===== src/rtl/ahb_rect_fill_pkg.sv =====
// Shared types and constants for the AHB-Lite rectangle fill master.
// Contents: AHB encodings, framebuffer geometry defaults, FSM state enum,
// rectangle command payload and the row-offset helper (no multiplier).
// Optional feature macro used by the design: AHB_RECT_FILL_CLIP_EN.
package ahb_rect_fill_pkg;

    localparam int unsigned X_W      = 10;
    localparam int unsigned Y_W      = 9;
    localparam int unsigned COLOUR_W = 8;
    localparam int unsigned ADDR_W   = 32;

    localparam logic [1:0] HTRANS_IDLE   = 2'b00;
    localparam logic [1:0] HTRANS_NONSEQ = 2'b10;
    localparam logic [2:0] HSIZE_WORD    = 3'b010;

    localparam logic [ADDR_W-1:0] FB_BASE_DEFAULT  = 32'h2000_0000;
    localparam int unsigned       H_RES_DEFAULT    = 640;
    localparam int unsigned       V_RES_DEFAULT    = 480;
    localparam logic [ADDR_W-1:0] ROW_STRIDE_BYTES = 32'd2560;

    typedef enum logic [2:0] {
        IDLE,
        SETUP,
        ADDR,
        DATA_LAST,
        DONE
    } state_t;

    typedef struct packed {
        logic [X_W-1:0]      x;
        logic [Y_W-1:0]      y;
        logic [X_W-1:0]      w;
        logic [Y_W-1:0]      h;
        logic [COLOUR_W-1:0] colour;
    } rect_cmd_t;

    // Byte offset of row y: y*640 pixels as (y<<9)+(y<<7), times 4 bytes.
    function automatic logic [ADDR_W-1:0] row_offset_bytes(input logic [Y_W-1:0] y);
        logic [ADDR_W-1:0] pix;
        pix = (ADDR_W'(y) << 9) + (ADDR_W'(y) << 7);
        return pix << 2;
    endfunction

endpackage


===== src/rtl/ahb_rect_fill_master_addr_gen.sv =====
// rect_addr_gen: walks the pixel addresses of a rectangle row by row.
// Ports: HCLK/HRESET (sync active-high), load (latch origin/extent and
// first address), advance (address phase accepted), x/y origin, w/h
// effective extent; addr = current pixel address, last_in_row/last_beat
// flags describing the pixel currently presented on addr.
module rect_addr_gen
    import ahb_rect_fill_pkg::*;
#(
    parameter logic [ADDR_W-1:0] FB_BASE = FB_BASE_DEFAULT
) (
    input  logic              HCLK,
    input  logic              HRESET,
    input  logic              load,
    input  logic              advance,
    input  logic [X_W-1:0]    x,
    input  logic [Y_W-1:0]    y,
    input  logic [X_W-1:0]    w,
    input  logic [Y_W-1:0]    h,
    output logic [ADDR_W-1:0] addr,
    output logic              last_in_row,
    output logic              last_beat
);

    logic [X_W-1:0]    col;
    logic [Y_W-1:0]    row;
    logic [X_W-1:0]    w_q;
    logic [Y_W-1:0]    h_q;
    logic [ADDR_W-1:0] row_base;
    logic [ADDR_W-1:0] x_off;

    // Flags are computed one step ahead so they describe the pixel on addr.
    // The walk freezes on the last beat so addr stays put through DATA_LAST.
    always_ff @(posedge HCLK) begin
        if (HRESET) begin
            col         <= '0;
            row         <= '0;
            w_q         <= '0;
            h_q         <= '0;
            row_base    <= '0;
            x_off       <= '0;
            addr        <= '0;
            last_in_row <= 1'b0;
            last_beat   <= 1'b0;
        end else if (load) begin
            col         <= '0;
            row         <= '0;
            w_q         <= w;
            h_q         <= h;
            x_off       <= ADDR_W'(x) << 2;
            row_base    <= FB_BASE + row_offset_bytes(y);
            addr        <= FB_BASE + row_offset_bytes(y) + (ADDR_W'(x) << 2);
            last_in_row <= (w == X_W'(1));
            last_beat   <= (w == X_W'(1)) && (h == Y_W'(1));
        end else if (advance && !last_beat) begin
            if (last_in_row) begin
                col         <= '0;
                row         <= row + Y_W'(1);
                row_base    <= row_base + ROW_STRIDE_BYTES;
                addr        <= row_base + ROW_STRIDE_BYTES + x_off;
                last_in_row <= (w_q == X_W'(1));
                last_beat   <= (w_q == X_W'(1)) && (row + Y_W'(2) == h_q);
            end else begin
                col         <= col + X_W'(1);
                addr        <= addr + ADDR_W'(4);
                last_in_row <= (col + X_W'(2) == w_q);
                last_beat   <= (col + X_W'(2) == w_q) && (row + Y_W'(1) == h_q);
            end
        end
    end

endmodule


===== src/rtl/ahb_rect_fill_master.sv =====
// AHB-Lite initiator filling an axis-aligned framebuffer rectangle with a
// constant 8-bit colour, one single-word write per pixel.
// Ports: HCLK, HRESET (sync active-high); cmd_valid/cmd_ready handshake with
// cmd_x/cmd_y/cmd_w/cmd_h/cmd_colour; AHB master HADDR/HTRANS/HWRITE/HSIZE/
// HWDATA with HREADY/HRESP; status busy, done (1-cycle pulse), err (sticky).
// Macro AHB_RECT_FILL_CLIP_EN: defined clips to screen; undefined rejects
// any off-screen rectangle with err.
module ahb_rect_fill_master
    import ahb_rect_fill_pkg::*;
#(
    parameter logic [ADDR_W-1:0] FB_BASE = FB_BASE_DEFAULT,
    parameter int unsigned       H_RES   = H_RES_DEFAULT,
    parameter int unsigned       V_RES   = V_RES_DEFAULT
) (
    input  logic                HCLK,
    input  logic                HRESET,
    input  logic                cmd_valid,
    output logic                cmd_ready,
    input  logic [X_W-1:0]      cmd_x,
    input  logic [Y_W-1:0]      cmd_y,
    input  logic [X_W-1:0]      cmd_w,
    input  logic [Y_W-1:0]      cmd_h,
    input  logic [COLOUR_W-1:0] cmd_colour,
    output logic [ADDR_W-1:0]   HADDR,
    output logic [1:0]          HTRANS,
    output logic                HWRITE,
    output logic [2:0]          HSIZE,
    output logic [31:0]         HWDATA,
    input  logic                HREADY,
    input  logic                HRESP,
    output logic                busy,
    output logic                done,
    output logic                err
);

    localparam logic [X_W:0] H_RES_L = (X_W + 1)'(H_RES);
    localparam logic [Y_W:0] V_RES_L = (Y_W + 1)'(V_RES);

    state_t    state;
    rect_cmd_t cmd_q;

    logic [X_W-1:0] eff_w;
    logic [Y_W-1:0] eff_h;
    logic           reject;
    logic           zero_area;
    logic           gen_load;
    logic           gen_advance;
    logic           last_in_row;
    logic           last_beat;

    assign HSIZE = HSIZE_WORD;

    // Effective extent of the latched command, evaluated during SETUP.
    always_comb begin
        eff_w  = cmd_q.w;
        eff_h  = cmd_q.h;
        reject = 1'b0;
`ifdef AHB_RECT_FILL_CLIP_EN
        if ((X_W + 1)'(cmd_q.x) >= H_RES_L)
            eff_w = '0;
        else if ((X_W + 1)'(cmd_q.w) > H_RES_L - (X_W + 1)'(cmd_q.x))
            eff_w = X_W'(H_RES_L - (X_W + 1)'(cmd_q.x));
        if ((Y_W + 1)'(cmd_q.y) >= V_RES_L)
            eff_h = '0;
        else if ((Y_W + 1)'(cmd_q.h) > V_RES_L - (Y_W + 1)'(cmd_q.y))
            eff_h = Y_W'(V_RES_L - (Y_W + 1)'(cmd_q.y));
`else
        reject = ((X_W + 1)'(cmd_q.x) + (X_W + 1)'(cmd_q.w) > H_RES_L) ||
                 ((Y_W + 1)'(cmd_q.y) + (Y_W + 1)'(cmd_q.h) > V_RES_L);
`endif
        zero_area = (eff_w == '0) || (eff_h == '0);
    end

    assign gen_load    = (state == SETUP);
    assign gen_advance = (state == ADDR) && HREADY;

    // HADDR comes straight from the generator's address register.
    rect_addr_gen #(
        .FB_BASE (FB_BASE)
    ) u_addr_gen (
        .HCLK        (HCLK),
        .HRESET      (HRESET),
        .load        (gen_load),
        .advance     (gen_advance),
        .x           (cmd_q.x),
        .y           (cmd_q.y),
        .w           (eff_w),
        .h           (eff_h),
        .addr        (HADDR),
        .last_in_row (last_in_row),
        .last_beat   (last_beat)
    );

    // Command FSM; all bus and status outputs are registered here.
    always_ff @(posedge HCLK) begin
        if (HRESET) begin
            state     <= IDLE;
            cmd_q     <= '0;
            HTRANS    <= HTRANS_IDLE;
            HWRITE    <= 1'b0;
            HWDATA    <= '0;
            busy      <= 1'b0;
            done      <= 1'b0;
            err       <= 1'b0;
            cmd_ready <= 1'b1;
        end else begin
            done <= 1'b0;
            case (state)
                IDLE: begin
                    if (cmd_valid) begin
                        cmd_q     <= '{x: cmd_x, y: cmd_y, w: cmd_w, h: cmd_h, colour: cmd_colour};
                        err       <= 1'b0;
                        busy      <= 1'b1;
                        cmd_ready <= 1'b0;
                        state     <= SETUP;
                    end
                end
                SETUP: begin
                    if (reject || zero_area) begin
                        err   <= reject;
                        done  <= 1'b1;
                        state <= DONE;
                    end else begin
                        HTRANS <= HTRANS_NONSEQ;
                        HWRITE <= 1'b1;
                        state  <= ADDR;
                    end
                end
                ADDR: begin
                    // First error cycle: drop the pending address phase.
                    if (HRESP && !HREADY) begin
                        HTRANS <= HTRANS_IDLE;
                        HWRITE <= 1'b0;
                        err    <= 1'b1;
                        done   <= 1'b1;
                        state  <= DONE;
                    end else if (HREADY) begin
                        HWDATA <= {24'h0, cmd_q.colour};
                        if (last_beat) begin
                            HTRANS <= HTRANS_IDLE;
                            HWRITE <= 1'b0;
                            state  <= DATA_LAST;
                        end
                    end
                end
                DATA_LAST: begin
                    if (HRESP && !HREADY) begin
                        err   <= 1'b1;
                        done  <= 1'b1;
                        state <= DONE;
                    end else if (HREADY) begin
                        done  <= 1'b1;
                        state <= DONE;
                    end
                end
                DONE: begin
                    busy      <= 1'b0;
                    cmd_ready <= 1'b1;
                    state     <= IDLE;
                end
                default: state <= IDLE;
            endcase
        end
    end

endmodule


===== config.mk =====
export PLATFORM = sky130hd
export DESIGN_NAME = ahb_rect_fill_master
export DESIGN_NICKNAME = d
export VERILOG_FILES = /design/src/rtl/ahb_rect_fill_pkg.sv /design/src/rtl/ahb_rect_fill_master_addr_gen.sv /design/src/rtl/ahb_rect_fill_master.sv
export SDC_FILE = /design/constraint.sdc
export NUM_CORES = 1
export LEC_CHECK = 0
export ABC_AREA = 0
export BUFFER_PORTS_ARGS = -buffer_cell sky130_fd_sc_hd__buf_4
export CORE_UTILIZATION = 60
export DETAILED_ROUTE_END_ITERATION = 6
export HOLD_SLACK_MARGIN = 0.02
export PLACE_DENSITY = 0.81
export SKIP_LAST_GASP = 1
export SLEW_MARGIN = 15
export SYNTH_ARGS = -nofsm -noshare
export SYNTH_HDL_FRONTEND = slang
export SYNTH_HIERARCHICAL = 1
export SYNTH_SLANG_ARGS = --single-unit

===== constraint.sdc =====
create_clock -name HCLK -period 4.2 [get_ports HCLK]
set_input_delay 0.42 -clock HCLK [delete_from_list [all_inputs] [get_ports HCLK]]
set_output_delay 0.42 -clock HCLK [all_outputs]
set_load 0.02 [all_outputs]

Word level (Yosys, flattened, before mapping)
Cells that the tools add are included.
Widths: inputs -> output; s select.

cells by class
  reductions and logical operators = 29
  bitwise operators = 1
  magnitude comparators = 2
  add/subtract/negate cells = 12
  eq/ne operators = 17
  muxes and demuxes = 43

operator list
  operator                count
  $mux 32                 6
  $add 32x12->32          2
  $add 30x32->32 const A  1
  $add 32x12->32 const B  1
  $add 32x3->32 const B   1
  $mux 3                  7
  $eq 10x1->1 const B     2
  $add 18x16->19          1
  $eq 9x9->1              2
  $mux 1                  18
  $pmux 3 s4              1
  $reduce_and 4->1        3
  $add 10x10->11          1
  $gt 11x10->1 const B    1
  $add 10x1->10 const B   1
  $add 10x2->10 const B   1
  $add 9x9->10            1
  $eq 10x10->1            1
  $gt 10x9->1 const B     1
  $logic_not 10->1        1
  $mux 10                 1
  $add 9x1->9 const B     1
  $add 9x2->9 const B     1
  $eq 9x1->1 const B      1
  other kinds (23)        47

storage, ports and cells
  word-level logic and storage cells = 126
  register bits after elaboration = 178
  output and inout port bits = 74
  input bits = 51

Longest topological paths before layout
Gate-level depths: netlist of run 1.

  depth in word-level cells = 6
  mapped depth = 12
  mapped depth without buffers = 11

By module
Netlist of run 1, hierarchy kept.

by module, submodules not included
  module                instances  sequential area each (um^2)  area an instance (um^2)  cells an instance
  rect_addr_gen         1          2082.0                       7348.3                   954
  ahb_rect_fill_master  1          1241.2                       3420.8                   448

Least setup slack after synthesis of run 1
OpenSTA, ideal clock, no wires.

  path kind = flip-flop to flip-flop
  start point = reg u_addr_gen.row_base[9]
  end point = reg u_addr_gen.addr[28]
  setup time = 78 ps
  path buffers = 2
  cell stages (with the launch flop) = 13
  setup slack = 1094 ps
  data required time = 4122 ps
  period minus slack after synthesis = 3106 ps
  data arrival time = 3028 ps
  path through = dfxtp_1 -> ha_1 -> clkbuf_1 -> xnor2_1 -> ha_1 -> inv_1 -> o21bai_1 -> o21bai_1 -> a21o_1 -> or4_1 -> buf_2 -> o311a_1 -> nor3_1

between the ends
  longest elaborated chain between the ends = 5

RTL lines
  what                         line                                 source
  from (decl)                  ahb_rect_fill_master_addr_gen.sv:28  logic [ADDR_W-1:0] row_base;
  from (signal assigned)       ahb_rect_fill_master_addr_gen.sv:50  row_base <= FB_BASE + row_offset_bytes(y);
  from (signal assigned)       ahb_rect_fill_master_addr_gen.sv:58  row_base <= row_base + ROW_STRIDE_BYTES;
  $add 32x12->32 (2 in a row)  ahb_rect_fill_master_addr_gen.sv:59  addr <= row_base + ROW_STRIDE_BYTES + x_off;
  $mux 32                      ahb_rect_fill_master_addr_gen.sv:55  if (last_in_row) begin
  $mux 32                      ahb_rect_fill_master_addr_gen.sv:54  end else if (advance && !last_beat) begin
  $mux 32                      ahb_rect_fill_master_addr_gen.sv:44  end else if (load) begin
  to (signal assigned)         ahb_rect_fill_master_addr_gen.sv:51  addr <= FB_BASE + row_offset_bytes(y) + (ADDR_W'(x) << 2);
  to (signal assigned)         ahb_rect_fill_master_addr_gen.sv:59
  to (signal assigned)         ahb_rect_fill_master_addr_gen.sv:64  addr <= addr + ADDR_W'(4);
  to (decl)                    ahb_rect_fill_master_addr_gen.sv:19  output logic [ADDR_W-1:0] addr,

No other way between the ends. The select of a mux whose other input is x is not followed.
A chain may end at the register's enable or synchronous reset.

Final worst setup path of run 1
  start point = reg u_addr_gen.row_base[9]
  end point = reg u_addr_gen.addr[30]

The elaborated chain is that of the path after synthesis.

==> reports/qor.csv, run 1 <==
stage;metric;value;unit
setup_path;cp-startpoint;u_addr_gen/row_base[9];
floorplan;pin_count;125;
cts;clk-insertion-delay-late;0.43;ns
worst_hold_path;hold_depth;3;
pwr;leakagePower;4.53;nW
detailed_routing;drcViolationCount;0;
timing;post-route-period-util;81.7;%
timing;rsz0062_at_grt;false;
setup_path;arrival;3.78;ns
cts;clkTransAtPathRegs;0.07;ns
run_status;status;completed;
timing;setup_viol;0;
floorplan;core-area;17400;µm²
worst_hold_path;min_path_type;in -> reg;
grt;grt_pass1_vias;9273;
placed_design;hpwl;20800;µm
layout;area_growth;11.5;%
cts;numClockSinks;166;
synth;synth-main-ff-cell;dfxtp_1;
run;max-cap-violations;0;
setup_path;slowest_stage;or4_1;
setup_path;cpLargestDelayFamily;compound AO/OA/AOI/OAI gates;
setup_path;crit_end;u_addr_gen/addr[30];
layout;mostFrequentLayoutCell;nand2_1;
setup_path;slowest_delay;0.63;ns
detailed_routing;antenna_left;0;
setup_path;path_max_fanout;11;
timing;fin_skew;0.00976;ns
timing;max_slew_margin;41.7;%
setup_path;r2r_end;u_addr_gen/addr[30];
detailed_routing;drt_iter0_drc;798;
detailed_routing;vias;10285;
floorplan;die_x;136;µm
synth;yosys_warnings;6;
setup_path;path_cells;ha_1, xnor2_1, ha_1, inv_1, o21bai_1, o21bai_1, a21o_1, or4_1, o311a_1, a211oi_2;
grt;grt_usage;31.9;%
setup_path;r2r_setup_slack;0.77;ns
synth;syn_area;10800;µm²
layout;fin_nets;1542;
setup_path;path_class;reg -> reg;
floorplan;die_area;18500;µm²
cts;cts_tree;yes;
synth;synth_seq_cells;166;
cts;clockRootBuffer;clkbuf_16;
placed_design;portBuffers;96;
placed_design;gp_congestion;0.973;
pwr;power_density;335;nW/µm²
setup_path;end_kind;flop;
cts;cts-resized-gates;0;
synth;yosysSeqAreaShare;30.9;%
layout;fill_cells;1447;
grt;antenna_found_initial;0;
timing;period_minus_slack;3.43;ns
setup_path;cp.required;4.55;ns
setup_path;start_kind;flop;
setup_path;path_buf_inv;1;
layout;insertedDiodeCount;0;
detailed_routing;drtPass1Iterations;6;
timing;tightestPinTransition;0.875;ns
setup_path;crit_cells;10;
cts;postCtsSetupBuffers;0;
cts;htree_num_levels;4;
synth;syn_avg_cell_area;7.68;µm²
cts;numCtsBuffers;17;
layout;layout-drive-gt1-share;11.5;%
synth;async_flop_share;0;%
timing;hold_viol;0;
timing;drv_slew;0;
synth;syn_inst;1402;
cts;hold_buffers;0;
timing;max_freq;0.292;GHz
grt;grt_overflow;0;
placed_design;placed_cell_area;11400;µm²
pwr;vdd_drop_max;313;µV
detailed_routing;vias_per_cell;6.10;
floorplan;die_h;136;µm
setup_path;r2r_start;u_addr_gen/row_base[9];
synth;yosys.cell_types.count;80;
grt;grt_pass1_wl;46400;µm
synth;synth_edf_count;0;
cts;cts_buffer_depth;2;
timing;tns;0;ns
layout;final_cell_mix;nand2_1 (206), dfxtp_1 (166), a21oi_1 (136), nor2_1 (134), buf_4 (109);
detailed_routing;wirelength;29000;µm
layout;design_area;12000;µm²
setup_path;r2r_cells;10;
detailed_routing;wl_per_cell;17.2;µm
grt;grt_max_degree;69;
floorplan;initial_core_util;61.8;%
floorplan;rows;48;
## power by group
group / internal, W / switching (W) / leakage (nW) / total, W
Sequential: 0.00165 / 0.000133 / 1.35 / 0.00178
Combinational: 0.000291 / 0.000450 / 2.91 / 0.000741
Clock: 0.000781 / 0.000719 / 0.268 / 0.00150
Total: 0.00272 / 0.00130 / 4.53 / 0.00402
## cells in the mapped netlist (all sizes together), types with 10 or more instances
cell / n / area share [%]
nor3: 35 / 1.6
o22ai: 12 / 0.70
or3: 16 / 0.94
nor2: 137 / 4.8
o221ai: 10 / 0.81
nand2b: 15 / 0.87
nand3: 53 / 2.5
inv: 35 / 1.2
nand2: 206 / 7.2
mux2i: 34 / 3.2
o21ai: 35 / 1.6
a211oi: 23 / 1.6
xor2: 53 / 4.3
buf: 43 / 2.7
a21oi: 137 / 6.5
a31oi: 12 / 0.84
ha: 39 / 4.5
nor4: 24 / 1.5
nand4: 26 / 1.6
dfxtp: 166 / 31
clkbuf: 65 / 2.3
o21a: 14 / 0.98
and3: 14 / 0.81
xnor2: 63 / 5.1
## state kept, by name, indices dropped and copies added (netlist names), 3 cells and up
register / count
u_addr_gen/addr: 31
cmd_q: 27
u_addr_gen/row_base: 23
eff_w: 10
u_addr_gen/col: 10
u_addr_gen/w_q: 10
u_addr_gen/x_off: 10
eff_h: 9
u_addr_gen/h_q: 9
u_addr_gen/row: 9
HWDATA: 8
state: 3
## routing by layer
layer / vias to the layer above / routed length [µm] / GRT usage, %
li1: 5008 / - / -
met1: 4782 / 12900 / 42.5
met2: 440 / 13100 / 51.0
met3: 55 / 2210 / 6.38
met4: 0 / 692 / 11.7
met5: - / 0 / 0
## stage by stage
stage	hold slack, ns	cells	power [W]	utilization, %	setup WS [ns]
6_report	0.225	1686	0.00402	69.0	0.770
5_1_grt	0.216	1686	0.00419	69.0	0.525
4_1_cts	0.218	1686	0.00402	69.0	0.818
3_5_place_dp	0.448	1654	0.00254	65.7	0.862
3_3_place_gp	0.440	1654	0.00252	65.7	0.973
2_1_floorplan	0.432	1428	0.00233	-	1.09
## area by class of cell
cell class                 count  area, µm²  share of cell area, %
sequential                   166       3320                   27.7
multi-input combinational   1118       6890                   57.4
clock buffer                  17        425                   3.54
inverter                      36        135                   1.13
tap                          225        282                   2.34
clock inverter                15        136                   1.14
timing repair buffer         109        818                   6.81
## worst register-to-register path: cells and delay by family, from the launching register on
kind            cells  cell delay [ns]
buf+inv             1             0.05
compound gates      5             1.34
simple gates        1             0.63
flops               1             0.46
fa+ha+maj           2             0.75
xor+xnor            1             0.11
## how the worst min path moves through the flow
stage	startpoint	slack, ns	to
after detailed placement	cmd_q[4]	0.45	cmd_q[4]
final	cmd_colour[2]	0.22	cmd_q[2]
after global placement	cmd_q[0]	0.44	HWDATA[0]
after CTS	cmd_colour[2]	0.22	cmd_q[2]
after floorplan	cmd_q[0]	0.43	HWDATA[0]
after global routing	cmd_colour[5]	0.22	cmd_q[5]
## logic make-up after synthesis
kind of cell	share of synthesized area, %
AND/OR/NAND/NOR	25.1
AO/OA/AOI/OAI	19.2
flip-flops	30.9
buffers and inverters	6.26
XOR/XNOR	9.43
adder cells (fa/ha/maj)	5.27
multiplexers	3.79
other	0.105
Power figures use the tool's default switching activity.
==> run 2: changes to the inputs <==
--- a/config.mk
+++ b/config.mk
@@ -5,12 +5,12 @@
 export SDC_FILE = /design/constraint.sdc
 export NUM_CORES = 1
 export LEC_CHECK = 0
-export ABC_AREA = 0
+export ABC_AREA = 1
 export BUFFER_PORTS_ARGS = -buffer_cell sky130_fd_sc_hd__buf_4
-export CORE_UTILIZATION = 60
+export CORE_UTILIZATION = 54
 export DETAILED_ROUTE_END_ITERATION = 6
 export HOLD_SLACK_MARGIN = 0.02
-export PLACE_DENSITY = 0.81
+export PLACE_DENSITY = 0.76
 export SKIP_LAST_GASP = 1
 export SLEW_MARGIN = 15
 export SYNTH_ARGS = -nofsm -noshare
==> constraint.sdc (replaced) <==
create_clock -name HCLK -period 2.8 [get_ports HCLK]
set_input_delay 0.28 -clock HCLK [delete_from_list [all_inputs] [get_ports HCLK]]
set_output_delay 0.28 -clock HCLK [all_outputs]
set_load 0.02 [all_outputs]
==> run 2 against run 1 <==
Effect of this change: global-route usage down 2.6 points; clock skew increased by 0.0050 ns; core utilization down 5.7 points; first-iteration DRC count is 11% lower; critical endpoint is now u_addr_gen/addr[27]; highest routed layer unchanged.
==> reports/qor.csv, run 2 <==
stage;metric;value;unit;change
layout;layout-drive-gt1-share;13.1;%;+1.6 points
layout;largest_reg_flops;31;;unchanged
layout;final_cell_mix;nand2_1 (438), inv_1 (213), dfxtp_1 (165), nor2_1 (148), a21oi_1 (138);;
detailed_routing;wirelength;31100;µm;+7.2%
synth;syn_avg_cell_area;6.48;µm²;-16%
synth;synth-adder-area-share;5.06;%;-0.21 points
grt;grt_overflow;0;;unchanged
detailed_routing;drtPass1Iterations;5;;-1
detailed_routing;wl_per_cell;14.8;µm;-14%
grt;met3_usage;5.09;%;-1.3 points
layout;area_growth;14.3;%;
floorplan;rows;52;;+8.3%
setup_path;r2r_cells;18;;+8
setup_path;path_cells;ha_2, inv_1, nand2_2, nand2_1, ha_1, nand2_1, o21ai_2, nand3_2, nor2_4, nand2_4, nor2_8, nand2_4, nor2_8, nand2_1, nand2_1, nand3_1, nand2_1, a21oi_2;;
synth;synth_edf_count;0;;unchanged
floorplan;initial_core_util;55.3;%;-6.5 points
synth;syn_inst;1732;;+24%
setup_path;path_class;reg -> reg;;
synth;synth-compound-area-share;15.6;%;-3.6 points
run;max-cap-violations;0;;unchanged
layout;fill_cells;1964;;+36%
synth;syn_area;11200;µm²;+4.2%
cts;cts_tree;yes;;
worst_hold_path;hp-start;cmd_x[4];;
worst_hold_path;hold-path-endpoint;cmd_q[40];;
timing;max_freq;0.389;GHz;+34%
layout;mostFrequentLayoutCell;nand2_1;;
detailed_routing;drcViolationCount;0;;unchanged
grt;top_usage_layer;met2;;
setup_path;end_kind;flop;;
timing;max_slew_margin;55.8;%;+14 points
setup_path;slowest_stage;dfxtp_1;;
detailed_routing;vias;11397;;+11%
cts;numClockSinks;166;;unchanged
synth;synth-main-ff-cell;dfxtp_1;;
layout;fin_nets;1916;;+24%
run_status;status;completed;;
floorplan;die_h;146;µm;+7.5%
setup_path;arrival;2.88;ns;-0.90 ns
detailed_routing;drt_iter0_drc;712;;-11%
setup_path;path_buf_inv;1;;unchanged
pwr;leakagePower;5.73;nW;+26%
cts;htree_num_levels;4;;unchanged
timing;fin_skew;0.0147;ns;+0.00497 ns
pwr;power_density;839;nW/µm²;+150%
synth;yosys.area.top_type;dfxtp_1;;
setup_path;cp.required;3.11;ns;-1.44 ns
layout;seq_area;3320;µm²;about the same
setup_path;path_max_fanout;6;;-5
grt;grtUsageMet1;36.6;%;-5.8 points
layout;reg_top3;u_addr_gen/addr (31), cmd_q (27), u_addr_gen/row_base (23);;
grt;grtUsageMet2;50.5;%;-0.46 points
synth;yosys.cell_types.count;48;;-40%
timing;period_minus_slack;2.57;ns;-0.862 ns
setup_path;start_kind;flop;;
synth;synth_area_leaders;dfxtp_1 (30%), nand2_1 (15%), inv_1 (7.2%), a21oi_1 (6.2%), nor2_1 (5.0%);;
placed_design;portBuffers;96;;unchanged
synth;synth_top_area_share;29.6;%;-1.3 points
setup_path;cp_common_cell;nand2_1;;
layout;multi_input_area;6750;µm²;-2.0%
timing;tns;0;ns;unchanged
grt;grt_usage;29.3;%;-2.6 points
cts;numCtsBuffers;17;;unchanged
worst_hold_path;hold_depth;3;;unchanged
synth;async_flop_share;0;%;unchanged
synth;synth_seq_cells;166;;unchanged
timing;drv_slew;0;;unchanged
synth;synth-xor-area-share;5.31;%;-4.1 points
setup_path;r2r_setup_slack;0.23;ns;-0.54 ns
detailed_routing;antenna_left;0;;unchanged
floorplan;core-area;20300;µm²;+17%
timing;tightestPinTransition;0.662;ns;-0.213 ns
setup_path;r2r_end;u_addr_gen/addr[27];;
cts;cts_buffer_depth;2;;unchanged
pwr;vdd_drop_max;791;µV;+150%
grt;antenna_found_initial;0;;unchanged
synth;synth.most_common_cell;nand2_1;;
layout;top_register;u_addr_gen/addr;;
synth;yosysSeqAreaShare;29.6;%;-1.3 points
placed_design;hpwl;23400;µm;+13%
synth;synth.area.mux_share;0.0892;%;-3.7 points
synth;yosys-top-cells-count;nand2_1 (439), inv_1 (214), dfxtp_1 (166);;
timing;setup_viol;0;;unchanged
grt;grt_pass1_vias;10727;;+16%
detailed_routing;vias_per_cell;5.41;;-11%
cts;clk-insertion-delay-late;0.44;ns;about the same
timing;post-route-period-util;91.7;%;+10 points
setup_path;slowest_delay;0.39;ns;-0.24 ns
layout;stdcell_count;2105;;+25%
placed_design;gp_congestion;0.937;;-3.8%
cts;clockRootBuffer;clkbuf_16;;
grt;grt_max_degree;62;;-10%
layout;insertedDiodeCount;0;;unchanged
synth;yosys.area_share.simple;32.9;%;+7.8 points
cts;clkTransAtPathRegs;0.08;ns;about the same
setup_path;cpLargestDelayFamily;simple AND/OR/NAND/NOR gates;;
placed_design;place_inst;2073;;+25%
floorplan;pin_count;125;;unchanged
setup_path;r2r_start;u_addr_gen/row_base[9];;
synth;yosys_warnings;6;;unchanged
floorplan;die_x;146;µm;+7.5%
floorplan;die_area;21400;µm²;+16%
worst_hold_path;min_path_type;in -> reg;;
layout;finish.utilization;63.2;%;-5.7 points
synth;synth_top_family_by_area;simple AND/OR/NAND/NOR gates;;
timing;hold_viol;0;;unchanged
grt;grt_pass1_wl;51100;µm;+10%
## run 2: cell types whose count changed after synthesis, moves of 18 or more
| cell | delta |
|---|---|
| mux2i_1 | -33 |
| o21ai_0 | +71 |
| nor3_1 | -18 |
| nand3_1 | +59 |
| xnor2_1 | -43 |
| nand2_1 | +233 |
| inv_1 | +179 |
| clkbuf_1 | -26 |
| a211oi_1 | -19 |
## run 2: metal layers
layer	share of wire [%]	routed length, µm
met1	44	13600
met2	48	14800
met3	5.8	1810
met4	2.7	843
met5	0	0
## run 2: where the power goes
group,switching (W),internal [W]
sequential,0.000656,0.00292
combinational,0.00304,0.00169
clock,0.00117,0.00130
## run 2: kinds of logic after synthesis
family | Yosys count
simple gates | 828
compound gates | 318
buf+inv | 305
flops | 166
xor+xnor | 68
fa+ha+maj | 43
other cells | 3
mux | 1
## run 2: tightest hold or removal path, delay by kind of cell
family | cells | cell delay, ns
AOI/OAI and AO/OA | 1 | 0.10
buffers and inverters | 1 | 0.08
and+or+nand+nor | 1 | 0.04
## run 2: what timing repair did
item,4_1_cts,5_1_grt
gates resized for setup,0,10
setup endpoints to repair,0,38
hold buffers,0,0
buffers inserted,0,0
hold endpoints to repair,0,0
## run 2: layout make-up
type / count / share of cell area, %
clock buffer: 17 / 3.31
sequential: 166 / 25.9
tap: 270 / 2.63
inverter: 225 / 6.58
clock inverter: 15 / 1.62
timing repair buffer: 125 / 7.34
multi-input combinational: 1287 / 52.6
## run 2: how the worst max path moves through the flow
stage	startpoint	endpoint	depth (start not counted)
5_1_grt	cmd_q[29]	u_addr_gen/addr[19]	14
3_5_place_dp	u_addr_gen/row_base[9]	u_addr_gen/addr[30]	18
4_1_cts	u_addr_gen/row_base[9]	u_addr_gen/addr[28]	18
6_report	u_addr_gen/row_base[9]	u_addr_gen/addr[27]	18
2_1_floorplan	u_addr_gen/row_base[9]	u_addr_gen/addr[30]	18
3_3_place_gp	u_addr_gen/row_base[9]	u_addr_gen/addr[30]	18
## run 2: per-stage QoR
step	power (W)	worst slack (ns)	cell area, µm²	hold WS, ns
global route	0.0115	-0.000259	12800	0.0738
global placement	0.00816	0.220	12200	0.430
floorplan	0.00677	0.408	11300	0.414
finish	0.0108	0.232	12800	0.0851
CTS	0.0107	0.0746	12800	0.0743
detailed placement	0.00826	0.104	12200	0.451
